$ cat src/rtl/seven_seg_scan_ctrl.sv
// Multiplexed seven-segment display scanner.
// Time-slices a common set of segment lines across DIGITS digits. Each slot
// lasts DIV clocks and starts with BLANK dark clocks to prevent ghosting.
// Digits masked off in digit_en are skipped without leaving a dead slot.
// All display outputs are registered.
module seven_seg_scan_ctrl #(
    parameter  int DIGITS = 4,
    parameter  int DIV    = 24000,
    parameter  int BLANK  = 240,
    localparam int IDX_W  = (DIGITS > 1) ? $clog2(DIGITS) : 1
) (
    input  logic                  clk,
    input  logic                  rst,
    input  logic [4*DIGITS-1:0]   digit_data,
    input  logic [DIGITS-1:0]     dp_in,
    input  logic [DIGITS-1:0]     digit_en,
    output logic [DIGITS-1:0]     sel_n,
    output logic [6:0]            seg_n,
    output logic                  dp_n,
    output logic [IDX_W-1:0]      scan_idx,
    output logic                  frame_start
);

    localparam int               CNT_W   = (DIV > 1) ? $clog2(DIV) : 1;
    localparam logic [CNT_W-1:0] CNT_LAST = CNT_W'(DIV - 1);
    localparam logic [CNT_W-1:0] BLANK_C  = CNT_W'(BLANK);

    // Segment patterns, active-low, ordered {g,f,e,d,c,b,a}.
    function automatic logic [6:0] decode(input logic [3:0] code);
        case (code)
            4'h0:    decode = 7'h40;
            4'h1:    decode = 7'h79;
            4'h2:    decode = 7'h24;
            4'h3:    decode = 7'h30;
            4'h4:    decode = 7'h19;
            4'h5:    decode = 7'h12;
            4'h6:    decode = 7'h02;
            4'h7:    decode = 7'h78;
            4'h8:    decode = 7'h00;
            4'h9:    decode = 7'h10;
            4'hA:    decode = 7'h08;
            4'hB:    decode = 7'h03;
            4'hC:    decode = 7'h46;
            4'hD:    decode = 7'h21;
            4'hE:    decode = 7'h06;
            default: decode = 7'h0E;
        endcase
    endfunction

    logic [CNT_W-1:0] cnt;
    logic             started;     // low until the first slot has been opened after reset
    logic [3:0]       code_q;      // hex code captured for the current owner
    logic             dp_q;        // decimal point captured for the current owner

    logic             any_en;
    logic             cur_en;
    logic             above_found;
    logic [IDX_W-1:0] low_idx;
    logic [IDX_W-1:0] above_idx;
    logic [IDX_W-1:0] next_idx;
    logic [IDX_W-1:0] slot_idx;
    logic             slot_start;
    logic [3:0]       slot_code;
    logic             slot_dp;

    // Pick the owner of the next slot and fetch the data it will display.
    always_comb begin
        // NOTE: every signal gets a default before the loop so no path leaves it unassigned (no latch).
        any_en      = |digit_en;
        cur_en      = 1'b0;
        above_found = 1'b0;
        low_idx     = '0;
        above_idx   = '0;
        // Walking downwards leaves the lowest qualifying index in place.
        for (int i = DIGITS - 1; i >= 0; i--) begin
            if (IDX_W'(i) == scan_idx) begin
                cur_en = digit_en[i];
            end
            if (digit_en[i]) begin
                low_idx = IDX_W'(i);
                if (i > int'(scan_idx)) begin
                    above_idx   = IDX_W'(i);
                    above_found = 1'b1;
                end
            end
        end

        if (above_found) begin
            next_idx = above_idx;
        end else if (any_en) begin
            next_idx = low_idx;
        end else begin
            next_idx = scan_idx;
        end

        // The very first slot after reset goes straight to the lowest enabled digit.
        if (started) begin
            slot_idx = next_idx;
        end else begin
            slot_idx = any_en ? low_idx : scan_idx;
        end
        slot_start = !started || (cnt == CNT_LAST);

        slot_code = '0;
        slot_dp   = 1'b0;
        for (int i = 0; i < DIGITS; i++) begin
            if (IDX_W'(i) == slot_idx) begin
                slot_code = digit_data[4*i +: 4];
                slot_dp   = dp_in[i];
            end
        end
    end

    // Slot timing, owner advance, data capture and frame marker.
    always_ff @(posedge clk or posedge rst) begin
        // NOTE: non-blocking assignments so every register samples pre-edge values.
        if (rst) begin
            started     <= 1'b0;
            cnt         <= '0;
            scan_idx    <= '0;
            code_q      <= '0;
            dp_q        <= 1'b0;
            frame_start <= 1'b0;
        end else begin
            started <= 1'b1;
            if (slot_start) begin
                cnt         <= '0;
                scan_idx    <= slot_idx;
                code_q      <= slot_code;
                dp_q        <= slot_dp;
                frame_start <= any_en && (slot_idx == low_idx);
            end else begin
                cnt         <= cnt + CNT_W'(1);
                frame_start <= 1'b0;
            end
        end
    end

    // Drive the display from this cycle's slot position, owner and captured data.
    always_ff @(posedge clk or posedge rst) begin
        if (rst) begin
            sel_n <= '1;
            seg_n <= 7'h7F;
            dp_n  <= 1'b1;
        end else if (!started || (cnt < BLANK_C) || !cur_en) begin
            sel_n <= '1;
            seg_n <= 7'h7F;
            dp_n  <= 1'b1;
        end else begin
            sel_n <= ~(DIGITS'(1) << scan_idx);
            seg_n <= decode(code_q);
            dp_n  <= ~dp_q;
        end
    end

endmodule

$ cat config.mk
export PLATFORM = sky130hd
export DESIGN_NAME = seven_seg_scan_ctrl
export DESIGN_NICKNAME = d
export VERILOG_FILES = /design/src/rtl/seven_seg_scan_ctrl.sv
export SDC_FILE = /design/constraint.sdc
export NUM_CORES = 1
export LEC_CHECK = 0
export CAP_MARGIN = 20
export CORE_MARGIN = 4
export CORE_UTILIZATION = 50
export CTS_CLUSTER_DIAMETER = 40
export DETAILED_ROUTE_END_ITERATION = 8
export DONT_BUFFER_PORTS = 1
export MAX_ROUTING_LAYER = met4
export PLACE_DENSITY = 0.64
export SLEW_MARGIN = 20
export SYNTH_ARGS = -nofsm -noshare
export SYNTH_HDL_FRONTEND = slang
export SYNTH_SLANG_ARGS = --single-unit
$ cat constraint.sdc
create_clock -name clk -period 2.2 [get_ports clk]
set_input_delay 0.44 -clock clk [delete_from_list [all_inputs] [get_ports clk]]
set_output_delay 0.44 -clock clk [all_outputs]
set_load 0.03 [all_outputs]
==> Yosys cells after proc, flatten, opt, wreduce, memory -nomap -nowiden <==
Memory sizes are Yosys's and may differ from the RTL's.
Cells that the tools add are included.
{ "totals": {"register_bits": 36, "wordCells": 71, "mem_bits_ro": 112, "n_memories": 1} }
{ "memory_table": {"columns": ["memory", "depth", "width", "read_ports", "rd_clocked_by_memory_dff", "wr", "line_no", "text"], "rows": [
  ["(no name shown)", 16, 7, 1, 0, 0, "30", "case (code)"]
]} }
{ "op_classes": {"n_lt_le_gt_ge": 4, "add_sub_neg": 1, "bitwise": 2, "eq_ne": 8, "shift": 1, "n_mux": 36, "n_reduce_logical": 9} }
{ "ops": {"columns": ["operator", "count"], "rows": [
  ["2-to-1 mux 2 bit", 13],
  ["2-to-1 mux 4 bit", 5],
  ["2-to-1 mux 1 bit", 16],
  ["adder 15 x 1 -> 15 bit, second input constant", 1],
  ["== test 15 bit, second input constant", 1],
  ["less-than comparator 15 x 8 -> 1 bit, second input constant", 1],
  ["2-to-1 mux 15 bit", 1],
  ["== test 2 bit, first input constant", 4],
  ["2-to-1 mux 7 bit", 1],
  ["== test 1 x 2 -> 1 bit, first input constant", 2],
  ["greater-than comparator 2 bit, first input constant", 2],
  ["logical NOT 2 bit", 2],
  ["inverter 4 bit", 1],
  ["OR reduction 4 bit", 1],
  ["left shift 1 x 2 -> 4 bit, first input constant", 1],
  ["logical OR 1 bit", 3],
  ["== test 2 bit", 1],
  ["greater-than comparator 1 x 2 -> 1 bit, first input constant", 1],
  ["logical NOT 1 bit", 2],
  ["logical AND 1 bit", 1],
  ["inverter 1 bit", 1]
]} }

==> Longest topological paths before layout <==
{ "logic_depth": {"depth_word": 14, "mapped_depth": 7, "depth_no_buf": 6} }

==> Worst setup path after synthesis <==
Ideal clock, no wire load.
{ "synth_path": {"path_type": "reg2reg", "from": "register cnt[0]", "to": "register code_q[0]", "period_less_slack_ns": 1.936, "slack_ns": 0.264, "path_stages_with_launch": 8, "arrival_time_ns": 1.794, "required_time_ns": 2.059, "setup_time_ns": 0.141, "cell_sequence": "dfrtp_1 ha_1 and3_2 nand3_2 o41a_1 buf_2 nor3_4 a222oi_1"} }
{ "synth_via": {"elab_chain_len": 2} }
{ "synth_lines": {"columns": ["item", "line_no", "text"], "rows": [
  ["start: declaration", "50", "logic [CNT_W-1:0] cnt;"],
  ["start signal: assignment", "133", "cnt <= cnt + CNT_W'(1);"],
  ["== test 15 bit", "102", "slot_start = !started || (cnt == CNT_LAST);"],
  ["logical OR 1 bit", "102", null],
  ["end signal: assignment", "129", "code_q <= slot_code;"],
  ["end: declaration", "52", "logic [3:0] code_q;"]
]} }
No other way between the ends.
A chain may end at the register's enable or synchronous reset.

==> Worst setup path after layout <==
Ends and elaborated chain as after synthesis.

==> key figures <==
CTS
  – Longest Clk Path Bufs: 2
  – # hold bufs at CTS: 0
  – H-tree levels: 2
  – CTS tree: done
  – Clock Sinks: 36
  – Cts bufs inserted: 5
  – Skew-Pair Late Insertion Delay: 0.28 ns
  – Reg clk slew, reported paths: 0.07 ns
  – Root Buffer: clkbuf_8

STA
  – Final Hold Viols: 0
  – Fin Setup TNS: 0 ns
  – Final setup fails: 0
  – Hold slack: 0.205 ns
  – Final WS setup: 0.130 ns
  – Fin. max-slew vios: 0
  – Final Skew: 0.00698 ns
  – Final min period: 2.07 ns
  – Max frequency: 483 MHz
  – Final worst path period share: 94.1%

Layout
  – FILL cells: 347
  – Multi-input logic area: 975 µm²
  – Final Cell Area: 0.00211 mm²
  – Total Nets Final: 225
  – Area grow syn2layout: 6.45%
  – Layout cell share with drive strength beyond 1: 17.6%
  – Highest-count cells in the layout ignoring fill and taps: dfrtp_1, nor2_1, nand2_1
  – Antenna diodes: 0
  – Sequential cell area: 916 µm²
  – Commonest non-fill, non-tap cell in the layout: dfrtp_1

Pwr
  – Portion of total power attributed to the clock network: 29.9%
  – Pwr Density: 694 mW/mm²
  – Switch share: 29.4%
  – Comb pwr share: 18.9%
  – Part of the power in registers: 51.2%
  – LEAKAGE: 0.893 nW
  – Int Power: 1.03 mW
  – P_sw: 0.430 mW
  – Worst vdd ir: 0.450 mV
  – Total power: 1.46 mW

Yosys
  – Syn_area_per_cell: 10.6 µm²
  – Number of synthesized flops with an enable pin: 0
  – #FFs+latches synth: 36
  – Mapped Cells: 187
  – Sequential-to-total area share from yosys stat: 46.3%
  – Ys Warns: 0
  – Post-Syn Nets: 220
  – Distinct cells, synth: 50
  – Post-synth ARST share: 100%
  – Synth Cell Area: 0.00198 mm²
  – Main synth FF type: dfrtp_1

Routing
  – Metal2 WL: 1980 µm
  – Vias per cell: 6.07
  – DR pass1 iterations: 4
  – WL met3: 301 µm
  – Max layer used: met4
  – Vias: 1464
  – DRC: 0
  – WL met1: 1870 µm
  – Drt wl/cell: 17.4 µm
  – Initial drt markers: 111
  – Routed WL: 4190 µm
  – Final antenna-violating net count: 0

Worst setup path
  – Setup crit end kind: flop
  – Crit path largest cell delay: 0.54 ns
  – Slowest-stage cell, CP: o41a_1
  – CP Launch Type: flop
  – CP required: 2.34 ns
  – Critical-path cell list: ha_1, and3_2, nand3_2, o41a_1, nor3_4, a222oi_1
  – Worst Path Max Fanout: 9
  – Kind of critical path: reg2reg
  – Worst EP arrival: 2.21 ns

Global route
  – Largest net degree at the start of global routing: 30
  – Number of global-route vias before repair: 1409
  – First-pass GRT wire length: 6940 µm
  – Initial antenna violation count: 0
  – Global route total overflow: 0
  – Gr usage total: 17.9%

Floorplanning
  – FP Rows: 22
  – Core area: 0.00374 mm²
  – Starting Density: 52.9%
  – Io pins: 41
  – Chip height: 70.9 µm
  – Die Area: 0.00503 mm²
  – Die Span X: 70.9 µm

Placement
  – I/O Buffers: 0
  – Area post-placement: 0.00202 mm²
  – Post-DP HPWL: 3140 µm
  – GP Congestion: 0.931
  – Post-place setup slack: 0.0324 ns

Job
  – Max Cap Viol: 0

Hold path
  – Hold Crit Class: in2async

Outcome
  – Status: complete, no violations
path summary, 6_finish.rpt:
| check | to | start | cells after the start | slack, ns |
|---|---|---|---|---|
| worst max register to register | code_q[0] | cnt[0] | 6 | 0.13 |
| worst max-delay path | code_q[0] | cnt[0] | 6 | 0.13 |
| worst min register to register | dp_n | dp_q | 1 | 0.43 |
| min in group clk | frame_start | digit_en[0] | 2 | 0.38 |
| max in group asynchronous | sel_n[0] | rst | 2 | 1.55 |
| worst min-delay path | seg_n[3] | rst | 1 | 0.20 |
power by group through the flow:
stage / clock network, mW / logic [mW] / registers (mW)
CTS: 0.450 / 0.274 / 0.746
finish: 0.438 / 0.276 / 0.748
detailed placement: 0 / 0.273 / 0.757
floorplan: 0 / 0.231 / 0.743
global placement: 0 / 0.261 / 0.754
global route: 0.487 / 0.308 / 0.753
cell usage after synthesis, types with 2 or more instances:
library cell   n  area [µm²]
clkbuf_1       2        7.51
nor2b_1        2        12.5
mux2i_1       10         100
and2_1         2        12.5
buf_2          2        10.0
ha_1           7        87.6
o21ba_2        2        20.0
or3_1          3        18.8
a21oi_1        5        25.0
xor2_1         7        61.3
nand4_1        3        18.8
nor4_1         2        12.5
nand2_1       17        63.8
o211ai_1       2        15.0
a222oi_1       4        40.0
and4_1         2        17.5
nand3_1        5        25.0
dfstp_2       12         315
inv_1          8        30.0
o311ai_0       5        43.8
nor3_1         2        10.0
nor2_1        18        67.6
xnor2_1        4        35.0
nand3b_1       3        22.5
or2_2          2        12.5
o21ai_0        5        25.0
buf_6          3        33.8
a21o_1         3        22.5
dfrtp_1       24         601
registers in the layout, summed over array words and instances, names as in the netlist:
signal	count
dp_q	1
started	1
cnt	15
seg_n	7
frame_start	1
dp_n	1
sel_n	4
scan_idx	2
code_q	4
worst max-delay path, delay by kind of cell (launching register included):
kind	cells	cell delay, ns
simple gates	3	0.64
compound gates	2	0.69
flops	1	0.39
fa+ha+maj	1	0.19
layout make-up:
class | instances | share of cell area (%)
inverter | 8 | 1.43
clock inverter | 1 | 0.238
tap | 48 | 2.85
clock buffer | 7 | 3.62
timing repair buffer | 6 | 2.14
multi-input combinational | 135 | 46.3
sequential | 36 | 43.5
through the flow:
| stage | util, % | std cells |
|---|---|---|
| floorplan | - | 187 |
| global placement | 53.9 | 232 |
| detailed placement | 53.9 | 232 |
| CTS | 56.1 | 240 |
| global route | 56.3 | 241 |
| finish | 56.3 | 241 |
metal layers:
metal,vias up,track usage [%]
met4,0,5.64
met5,-,-
met1,714,22.8
li1,685,-
met3,4,5.40
met2,61,27.6
what timing repair did:
action / CTS / global route
setup buffers: 0 / 1
endpoints found under the setup margin: 0 / 5
gates resized for setup: 0 / 0
kinds of logic (layout without fill, tap and decap cells):
group                      after synthesis  count (layout)  share of synthesized area [%]
AOI/OAI and AO/OA                       35              35                           14.3
xor gates and xnor gates                11              11                           4.87
adders and majority gates                7               7                           4.42
buffers and inverters                   16              22                           4.49
DFF                                     36              36                           46.3
muxes                                   11              11                           6.38
other                                    1               1                          0.189
and+or+nand+nor                         70              70                           19.1
Power figures use the tool's default switching activity.
